File: src/rtl/pipe_skid_stage_pkg.sv
// pipe_skid_stage_pkg: shared constants and types for the elastic pipeline register
package pipe_skid_stage_pkg;
  localparam logic [31:0] RV_NOP = 32'h0000_0013;
  typedef struct packed {
    logic        valid;
    logic [31:0] data;
  } pipe_slot_t;
endpackage

File: src/rtl/pipe_skid_slot.sv
// pipe_skid_slot: one main+skid register pair with a valid/ready handshake
module pipe_skid_slot
  import pipe_skid_stage_pkg::*;
#(
  parameter int WIDTH = 32,
  parameter logic [WIDTH-1:0] NOP = WIDTH'(RV_NOP)
) (
  input  logic             clk,
  input  logic             kill,
  input  logic             in_valid,
  output logic             in_ready,
  input  logic [WIDTH-1:0] in_data,
  output logic             out_valid,
  input  logic             out_ready,
  output logic [WIDTH-1:0] out_data,
  output logic [1:0]       count
);
  logic             skid_valid;
  logic [WIDTH-1:0] skid_data;
  logic             accept;
  logic             drain;
  assign in_ready = ~skid_valid & ~kill;
  assign accept   = in_valid & in_ready;
  assign drain    = ~out_valid | out_ready;
  assign count    = {1'b0, out_valid} + {1'b0, skid_valid};
  always_ff @(posedge clk)
    if (kill) begin
      out_valid  <= 1'b0;
      out_data   <= NOP;
      skid_valid <= 1'b0;
      skid_data  <= NOP;
    end else if (drain) begin
      out_valid  <= skid_valid | accept;
      out_data   <= skid_valid ? skid_data : accept ? in_data : NOP;
      skid_valid <= 1'b0;
      skid_data  <= NOP;
    end else if (accept) begin
      skid_valid <= 1'b1;
      skid_data  <= in_data;
    end
endmodule

File: src/rtl/pipe_skid_stage.sv
// pipe_skid_stage: chain of skid slots with flush, occupancy and saturating stall counter
module pipe_skid_stage
  import pipe_skid_stage_pkg::*;
#(
  parameter int          WIDTH     = 32,
  parameter int          STAGES    = 1,
  parameter logic [31:0] NOP_VALUE = RV_NOP,
  parameter int          CNT_W     = 16
) (
  input  logic                             clk,
  input  logic                             reset,
  input  logic                             in_valid,
  output logic                             in_ready,
  input  logic [WIDTH-1:0]                 in_data,
  input  logic                             flush,
  output logic                             out_valid,
  input  logic                             out_ready,
  output logic [WIDTH-1:0]                 out_data,
  output logic [$clog2(2*STAGES+1)-1:0]    occupancy,
  output logic [CNT_W-1:0]                 stall_cycles
);
  localparam int OCC_W = $clog2(2*STAGES+1);
  localparam logic [WIDTH-1:0] NOP = WIDTH'(NOP_VALUE);
  logic             kill;
  logic [STAGES:0]  v;
  logic [STAGES:0]  r;
  logic [WIDTH-1:0] d [STAGES+1];
  logic [1:0]       cnt [STAGES];
  assign kill      = flush | ~reset;
  assign v[0]      = in_valid;
  assign d[0]      = in_data;
  assign in_ready  = r[0];
  assign out_valid = v[STAGES];
  assign out_data  = d[STAGES];
  assign r[STAGES] = out_ready;
  for (genvar s = 0; s < STAGES; s++) begin : g_slot
    pipe_skid_slot #(.WIDTH(WIDTH), .NOP(NOP)) u_slot (
      .clk      (clk),
      .kill     (kill),
      .in_valid (v[s]),
      .in_ready (r[s]),
      .in_data  (d[s]),
      .out_valid(v[s+1]),
      .out_ready(r[s+1]),
      .out_data (d[s+1]),
      .count    (cnt[s])
    );
  end
  always_comb begin
    occupancy = '0;
    for (int i = 0; i < STAGES; i++) occupancy = occupancy + OCC_W'(cnt[i]);
  end
  always_ff @(posedge clk)
    if (!reset) stall_cycles <= '0;
    else if (out_valid & ~out_ready & ~&stall_cycles) stall_cycles <= stall_cycles + 1'b1;
endmodule
File: config.mk
export PLATFORM = sky130hd
export DESIGN_NAME = pipe_skid_stage
export DESIGN_NICKNAME = d
export VERILOG_FILES = /design/src/rtl/pipe_skid_stage_pkg.sv /design/src/rtl/pipe_skid_slot.sv /design/src/rtl/pipe_skid_stage.sv
export SDC_FILE = /design/constraint.sdc
export NUM_CORES = 1
export LEC_CHECK = 0
export ABC_AREA = 1
export BUFFER_PORTS_ARGS = -buffer_cell sky130_fd_sc_hd__buf_2
export CAP_MARGIN = 20
export CORE_MARGIN = 10
export CORE_UTILIZATION = 45
export DETAILED_ROUTE_END_ITERATION = 10
export GPL_ROUTABILITY_DRIVEN = 0
export GPL_TIMING_DRIVEN = 0
export MAX_ROUTING_LAYER = met4
export PLACE_DENSITY = 0.69
export SYNTH_ARGS = -nofsm -noshare
export SYNTH_HDL_FRONTEND = slang
export SYNTH_HIERARCHICAL = 1
export SYNTH_SLANG_ARGS = --single-unit
File: constraint.sdc
create_clock -name clk -period 1.49 [get_ports clk]
set_input_delay 0 -clock clk [delete_from_list [all_inputs] [get_ports clk]]
set_output_delay 0 -clock clk [all_outputs]
set_load 0.03 [all_outputs]
==> run_results.csv, run 1 <==
group,metric,value,unit
die,pin_count,89,
cells_and_area,final_nets,737,
routing,wire_per_inst,14.1,microns
setup_path,cp_num_buf_inv,1,
synthesis,synth_cell_type_count,22,
placed_design,dp.cells,752,
cells_and_area,layout-drive-gt1-share,23.0,%
routing,via_per_inst,4.98,
grt,grt_overflow,0,
setup_path,crit_family,"simple AND/OR/NAND/NOR gates",
grt,first_global_vias,3863,
synthesis,ys_warn_count,6,
timing,finalHoldViolations,0,
synthesis,syn_avg_cell_area,6.90,sq um
clock_tree,cts_buffer_depth,2,
timing,tightest_slew,0.549,ns
synthesis,synth_seq_cells,82,
die,rows,33,
grt,grt_util_all_layers,17.6,%
clock_tree,htree_levels,3,
hold_path,holdPathStages,4,
timing,slew_violations,0,
timing,finalSetupTns,0,ns
setup_path,cp.arrival,1.65,ns
routing,drt_iter0_markers,224,
setup_path,crit_path_max_fanout,7,
routing,drc_errors,0,
die,die_w,113,microns
routing,routed_wl,11400,microns
synthesis,syn-num-nets,600,
routing,firstDrtPassIters,5,
clock_tree,worstSkewPairLatency,0.35,ns
timing,skew,0.00768,ns
timing,rsz0062_at_grt,"true",
cells_and_area,diodes,0,
setup_path,setup.worst_path.class,"flip-flop to flip-flop",
clock_tree,cts-root-buf,"clkbuf_8",
pwr,p_leak,2.36,nW
placed_design,hpwl,7760,microns
timing,slew_headroom,63.4,%
clock_tree,cts_sinks,82,
placed_design,dp_slack,-0.00845,ns
die,core,8300,sq um
setup_path,cp_slowest_stage_delay,0.42,ns
cells_and_area,area_growth,31.7,%
die,initial_utilization,46.7,%
setup_path,worstRegToRegCells,6,
synthesis,netlist_instances,561,
setup_path,critPathCaptureType,"flip-flop",
timing,setup_ws,0.0823,ns
grt,grt_pass1_wl,18300,microns
job,timing.max_cap.violations,0,
synthesis,synth_area,3870,sq um
clock_tree,cts_made_buffers,9,
clock_tree,clk_pin_slew,0.09,ns
setup_path,crit_required,1.74,ns
setup_path,worst-path-stages,6,
timing,fin_hold_ws,0.0204,ns
timing,fmax,710,MHz
cells_and_area,layout.cells.non_filler,808,
die,fp.dieArea,12700,sq um
pwr,ir_drop,547,uV
placed_design,portBuffers,86,
clock_tree,tritoncts,"yes",
setup_path,slowest_stage,"dfxtp_1",
setup_path,worstPathCellList,"nand2_2 > nor2_4 > nand4_4 > buf_2 > a21oi_1 > nor2_1",
grt,antenna_found_initial,0,
cells_and_area,final_common_cell,"nand2_1",
routing,ant_nets,0,
pwr,power_density,919,nW/um^2
synthesis,ys_seq_area_share,42.4,%
routing,via_count,4022,
timing,period_share,94.5,%
setup_path,startpoint_type,"flip-flop",
hold_path,hp-class,"input port to flip-flop",
timing,setup_viol,0,
status,status,"finished, final reports clean",
cells_and_area,final_cell_mix,"nand2_1, buf_2, dfxtp_1",
grt,grt_max_degree,14,
timing,period_needed,1.41,ns
die,die_y,113,microns
==> flip-flops by register name, summed over array words and instances (netlist names) <==
name,count
g_slot.u_slot/out_data,32
g_slot.u_slot/skid_data,32
g_slot.u_slot/skid_valid,1
stall_cycles,16
g_slot.u_slot/out_valid,1
==> synthesized netlist by cell type <==
master      n  area, sq um
buf_4       5         37.5
nand3b_1   29          218
nand2_2     2         12.5
ha_1        2         25.0
buf_6       3         33.8
or2_0       3         18.8
nand4_4     1         21.3
nor2_4      3         33.8
nand3_2     1         10.0
inv_1      54          203
nor2_1     66          248
nand3_1    60          300
nor4_1      1         6.26
buf_2      20          100
inv_2       4         15.0
clkbuf_1    4         15.0
o21ai_0     1         5.00
a21oi_1    72          360
nand2_1   143          537
dfxtp_1    82         1640
a31oi_1     1         6.26
nor2_2      4         25.0
==> where the power goes <==
group | leakage (nW) | internal (mW) | switching (mW)
clock network | 0.123 | 1.21 | 0.809
registers | 0.666 | 2.21 | 0.0140
logic | 1.58 | 0.186 | 0.264
==> metrics by stage <==
stage	total power [mW]	utilization, %	cell area, sq um
after floorplan	2.51	-	3880
after global placement	2.64	53.5	4440
after detailed placement	2.65	53.5	4440
after CTS	4.72	60.6	5030
after global routing	4.85	61.5	5100
final	4.69	61.5	5100
==> cells by family after synthesis <==
| kind of cell | after synthesis | synth area share, % |
|---|---|---|
| buf+inv | 90 | 10.4 |
| flops | 82 | 42.4 |
| compound gates | 74 | 9.60 |
| simple gates | 313 | 36.9 |
| fa+ha+maj | 2 | 0.646 |
==> what timing repair did <==
item / 4_1_cts / 5_1_grt
setup buffers: 0 / 5
pin swaps: 1 / 4
resized for setup: 2 / 10
endpoints found under the hold margin: 70 / 0
hold buffers: 33 / 0
endpoints found under the setup margin: 3 / 14
cloned: 0 / 2
==> final timing paths <==
| path | start | end | slack (ns) |
|---|---|---|---|
| max reg2reg | stall_cycles[9] | stall_cycles[3] | 0.08 |
| min reg2reg | g_slot[0].u_slot/skid_data[2] | g_slot[0].u_slot/skid_data[2] | 0.46 |
| min | flush | g_slot[0].u_slot/out_valid | 0.02 |
| max | stall_cycles[9] | stall_cycles[3] | 0.08 |
==> cell type report <==
cell class	count	area [sq um]
buffer	32	190
clock buffer	12	155
clock inverter	4	97.6
fill	769	3200
inverter	58	218
multi-input combinational	389	1850
sequential	82	1650
tap	105	131
timing repair buffer	126	808
==> metal layers <==
metal	global-route usage, %	vias to the layer above	routed length (microns)
met5	-	-	0
met4	5.75	0	183
met3	4.49	13	693
met2	28.0	123	5420
met1	21.3	1836	5090
li1	-	2050	-
==> worst min-delay path, stage by stage <==
cell and delay, ns:
buf_2 0.08, inv_1 0.03, nand2_1 0.16, a31oi_1 0.06
No activity file was read; power rests on OpenSTA's default activity.
==> inputs of run 2 (changes only) <==
- ABC_AREA: 1 -> not set
- PLACE_DENSITY: 0.69 -> 0.7
- SYNTH_HIERARCHICAL: 1 -> not set
==> run_results.csv, run 2 <==
group,metric,value,unit
die,initial_utilization,46.9,%
routing,via_count,3459,
placed_design,dp_slack,-0.187,ns
pwr,power_frac_clock,42.7,%
cells_and_area,largest_registers,"g_slot.u_slot.out_data x32, g_slot.u_slot.skid_data x32, stall_cycles x16",
synthesis,synth_cell_type_count,34,
synthesis,syn_avg_cell_area,8.17,sq um
pwr,ir_drop,558,uV
synthesis,synthFlopType,"dfxtp_1",
clock_tree,clk_pin_slew,0.09,ns
grt,first_global_vias,3512,
clock_tree,cts_sinks,82,
timing,period_share,104,%
routing,wl_met3,556,microns
synthesis,synthTopCellsByArea,"dfxtp_1, a21oi_1, nand2_1, o21ai_0, mux2i_1",
timing,fmax,647,MHz
die,pin_count,89,
routing,drc_errors,0,
timing,finalSetupTns,-0.177,ns
setup_path,setup.worst_path.class,"flip-flop to flip-flop",
setup_path,cp.arrival,1.79,ns
routing,wl_met2,5170,microns
clock_tree,tritoncts,"yes",
hold_path,hp-class,"input port to flip-flop",
synthesis,synth_seq_cells,82,
routing,via_per_inst,5.23,
synthesis,synth_top_area_share,51.0,%
setup_path,crit_path_max_fanout,5,
pwr,p_seq_share,48.8,%
timing,slew_violations,0,
synthesis,post-synth-top-area-cell,"dfxtp_1",
clock_tree,cts-root-buf,"clkbuf_8",
clock_tree,cts_buffer_depth,2,
synthesis,netlist_instances,394,
pwr,power_density,923,nW/um^2
timing,slew_headroom,64.8,%
timing,finalHoldViolations,0,
synthesis,ys_seq_area_share,51.0,%
timing,rsz0062_at_grt,"true",
timing,setup_viol,6,
die,fp.dieArea,10900,sq um
clock_tree,worstSkewPairLatency,0.35,ns
status,status,"complete, but fails checks",
setup_path,startpoint_type,"flip-flop",
synthesis,ys_top_cells_by_count,"a21oi_1, dfxtp_1, nand2_1",
cells_and_area,layout.cells.non_filler,662,
clock_tree,cts_made_buffers,9,
setup_path,critPathCaptureType,"flip-flop",
die,rows,30,
clock_tree,htree_levels,3,
cells_and_area,layout-drive-gt1-share,33.9,%
synthesis,synth.most_common_cell,"a21oi_1",
routing,routed_wl,10400,microns
setup_path,crit_required,1.74,ns
routing,wire_per_inst,15.8,microns
cells_and_area,area_growth,51.7,%
grt,grt_overflow,0,
cells_and_area,final_nets,600,
routing,ant_nets,0,
cells_and_area,final_common_cell,"a21oi_1",
grt,grt_pass1_wl,16600,microns
die,core,6870,sq um
cells_and_area,final_util,71.1,%
timing,setup_ws,-0.0553,ns
synthesis,synth_area,3220,sq um
cells_and_area,diodes,0,
placed_design,dp.cells,578,
timing,period_needed,1.55,ns
placed_design,portBuffers,88,
grt,grt_util_all_layers,18.6,%
die,die_y,105,microns
grt,grt_max_degree,16,
cells_and_area,final_cell_mix,"a21oi_1, buf_2, nand2_1",
routing,drt_iter0_markers,152,
routing,drt-met1-wl,4550,microns
pwr,switching_power,1.08,mW
placed_design,hpwl,6550,microns
grt,antenna_found_initial,0,
synthesis,synth_enable_flop_cells,0,
pwr,p_leak,2.01,nW
routing,firstDrtPassIters,4,
synthesis,ys_warn_count,0,
pwr,power.internal,3.43,mW
die,die_w,105,microns
timing,tightest_slew,0.528,ns
pwr,switching_share,24.0,%
timing,skew,0.00794,ns
synthesis,syn-num-nets,433,
routing,top_layer,"met4",
synthesis,async_flop_share,0,%
pwr,combPwrFrac,8.6,%
timing,fin_hold_ws,0.0851,ns
status,violations,"setup timing",
job,timing.max_cap.violations,0,
[run 2: area by class of cell]
type,instances,area (sq um)
clock inverters,6,95.1
flip-flops and latches,82,1700
repair buffers,156,1070
plain buffers,26,144
clock buffers,10,149
multi-input cells,280,1590
fillers,533,1980
inverters,6,22.5
well taps,96,120
[run 2: worst max-delay path, cell delays in order (launching register included)]
cell and delay, ns:
dfxtp_4 0.37, nand4_4 0.14, or2_4 0.30, or4_4 0.50, mux2i_1 0.14
[run 2: worst paths after layout]
path	from	end	cells past startpoint	slack (ns)
setup / recovery	stall_cycles[7]	stall_cycles[15]	4	-0.06
hold / removal	reset	g_slot[0].u_slot.skid_data[0]	4	0.09
setup reg to reg	stall_cycles[7]	stall_cycles[15]	4	-0.06
hold reg to reg	g_slot[0].u_slot.skid_data[5]	g_slot[0].u_slot.skid_data[5]	2	0.46
[run 2: cell families after synthesis]
logic type	count (synthesis)	share of synthesized area [%]
AO/OA/AOI/OAI	143	23.9
adder cells (fa/ha/maj)	2	0.777
buffers and inverters	32	3.89
flip-flops	82	51.0
multiplexers	9	2.80
AND/OR/NAND/NOR	126	17.7
[run 2: routing by layer]
layer / vias to the layer above / global-route usage [%]
li1: 1719 / -
met1: 1608 / 21.9
met2: 115 / 30.7
met3: 17 / 3.56
met4: 0 / 7.16
met5: - / -
[run 2: what timing repair did]
item | in CTS | in global routing
cloned | 0 | 0
pin swaps | 12 | 11
hold buffers | 39 | 1
gates resized for setup | 21 | 38
setup endpoints to repair | 68 | 72
buffers inserted | 22 | 6
endpoints found under the hold margin | 71 | 1
[run 2: through the flow]
stage	cell area [sq um]	power [mW]
after floorplan	3310	2.42
after global placement	3870	2.54
after detailed placement	3870	2.54
after CTS	4740	4.51
after global routing	4890	4.65
final	4890	4.51
[run 2: power by group through the flow]
stage	clock network (mW)	registers [mW]	logic [mW]
floorplan	0	2.29	0.129
global placement	0	2.25	0.282
detailed placement	0	2.25	0.286
CTS	1.94	2.20	0.375
global route	2.03	2.20	0.423
finish	1.92	2.20	0.387
==> inputs of run 3 (changes only) <==
- SETUP_SLACK_MARGIN: not set -> 0.3
==> run_results.csv, run 3 (same netlist as run 2, synthesis figures left out) <==
group,metric,value,unit
status,status,"complete, but fails checks",
status,violations,"setup timing",
routing,wire_per_inst,25.8,microns
grt,grt_util_all_layers,25.8,%
clock_tree,cts_buffer_depth,2,
routing,firstDrtPassIters,5,
die,fp.dieArea,10900,sq um
die,initial_utilization,46.9,%
clock_tree,htree_levels,3,
grt,grt_pass1_wl,22600,microns
clock_tree,cts-root-buf,"clkbuf_8",
job,timing.max_cap.violations,0,
cells_and_area,final_nets,624,
timing,slew_headroom,65.1,%
timing,setup_ws,-0.171,ns
clock_tree,tritoncts,"yes",
pwr,ir_drop,792,uV
die,die_w,105,microns
hold_path,hp-class,"input port to flip-flop",
cells_and_area,area_growth,99.2,%
die,die_y,105,microns
timing,finalHoldViolations,0,
setup_path,crit_required,1.75,ns
cells_and_area,final_cell_mix,"buf_2, a21oi_2, dfxtp_1",
setup_path,critPathCaptureType,"flip-flop",
routing,drc_errors,0,
grt,first_global_vias,4196,
setup_path,r2r_start,"g_slot[0].u_slot.out_valid",
timing,setup_viol,34,
clock_tree,clk_pin_slew,0.09,ns
placed_design,dp.cells,578,
clock_tree,worstSkewPairLatency,0.37,ns
die,rows,30,
cells_and_area,num-fill-cells,207,
timing,rsz0062_at_grt,"true",
setup_path,slowest_stage,"dfxtp_4",
cells_and_area,final_common_cell,"buf_2",
setup_path,crit_family,"buffers and inverters",
placed_design,hpwl,6560,microns
die,core,6870,sq um
setup_path,startpoint_type,"flip-flop",
timing,fmax,602,MHz
setup_path,setup.worst_path.class,"flip-flop to flip-flop",
setup_path,worstPathCellList,"buf_4 > buf_6 > nor2b_4 > buf_6 > nand4_1 > a21oi_2 > mux2i_1",
setup_path,worstSetupStartpoint,"g_slot[0].u_slot.out_valid",
routing,ant_nets,0,
cells_and_area,layout-drive-gt1-share,62.2,%
routing,via_count,4301,
die,pin_count,89,
timing,finalSetupTns,-1.17,ns
cells_and_area,largest_registers,"g_slot.u_slot.out_data x32, g_slot.u_slot.skid_data x32, stall_cycles x16",
pwr,power_density,709,nW/um^2
placed_design,placed_cell_area,3930,sq um
hold_path,worstHoldStart,"reset",
clock_tree,cts_made_buffers,9,
routing,via_per_inst,6.26,
grt,grt_overflow,0,
clock_tree,cts_sinks,82,
routing,drt_iter0_markers,329,
timing,period_needed,1.66,ns
grt,antenna_found_initial,1,
setup_path,regToRegSetupSlack,-0.17,ns
pwr,p_leak,2.58,nW
placed_design,portBuffers,88,
setup_path,cp_slowest_stage_delay,0.38,ns
timing,period_share,111,%
routing,routed_wl,17700,microns
cells_and_area,layout.cells.non_filler,687,
setup_path,crit_path_max_fanout,4,
cells_and_area,final_area,6420,sq um
cells_and_area,final_util,93.4,%
setup_path,cp.arrival,1.93,ns
setup_path,cp_num_buf_inv,3,
timing,skew,0.0108,ns
grt,grt_max_degree,15,
timing,slew_violations,0,
timing,tightest_slew,0.523,ns
setup_path,cpMostUsedCell,"buf_6",
run 3: cell count changes in the layout (fill, tap and decap cells not counted), moves of 9 or more:
cell / before / now
nand2_4: 1 / 30
a21oi_2: 3 / 67
o21ai_0: 33 / 20
nor2_1: 11 / 2
a21oi_1: 89 / 1
clkbuf_2: 16 / 2
nand2_1: 79 / 45
buf_6: 7 / 16
o21ai_1: 1 / 12
buf_4: 24 / 33
a21oi_4: 0 / 24
run 3: worst paths after layout:
| path | endpoint | depth (start not counted) |
|---|---|---|
| max | stall_cycles[3] | 7 |
| min | stall_cycles[6] | 3 |
| max reg2reg | stall_cycles[3] | 7 |
| min reg2reg | stall_cycles[8] | 1 |
run 3: area by class of cell:
cell class	count	area [sq um]	share of cell area (%)
Multi-Input combinational cell	280	2550	39.7
Sequential cell	82	1700	26.5
Timing Repair Buffer	180	1440	22.5
Buffer	26	385	6.01
Clock buffer	11	163	2.54
Tap cell	96	120	1.87
Clock inverter	5	33.8	0.527
Inverter	6	22.5	0.351
Antenna cell	1	2.50	0.0390
run 3: power by group:
part | internal [mW] | switching [mW]
logic | 0.297 | 0.389
registers | 2.19 | 0.0164
clock network | 0.758 | 0.902
total | 3.24 | 1.31
run 3: timing repair:
item | 4_1_cts | 5_1_grt
hold buffers | 33 | 0
endpoints found under the hold margin | 71 | 0
pin swaps | 81 | 31
gates cloned | 5 | 7
gates resized for setup | 268 | 74
setup endpoints to repair | 83 | 85
setup buffers | 36 | 11
run 3: metrics by stage:
stage               setup slack (ns)  power (mW)  hold WS [ns]
floorplan                    -0.0656        2.43        0.0517
global placement              -0.132        2.55         0.270
detailed placement            -0.167        2.55         0.274
CTS                          -0.0348        4.37       -0.0225
global route                  -0.147        4.63        0.0203
finish                        -0.171        4.55       0.00401
run 3: worst min-delay path: stages:
cell,delay [ns]
buf_2,0.17
nand2b_1,0.09
o41ai_1,0.07
run 3: routing by layer:
metal / wire length (microns) / track usage (%) / vias up
met5: 0 / - / -
met1: 6580 / 28.3 / 2110
met4: 1020 / 9.71 / 0
met3: 1400 / 6.20 / 89
li1: - / - / 1773
met2: 8700 / 44.2 / 329
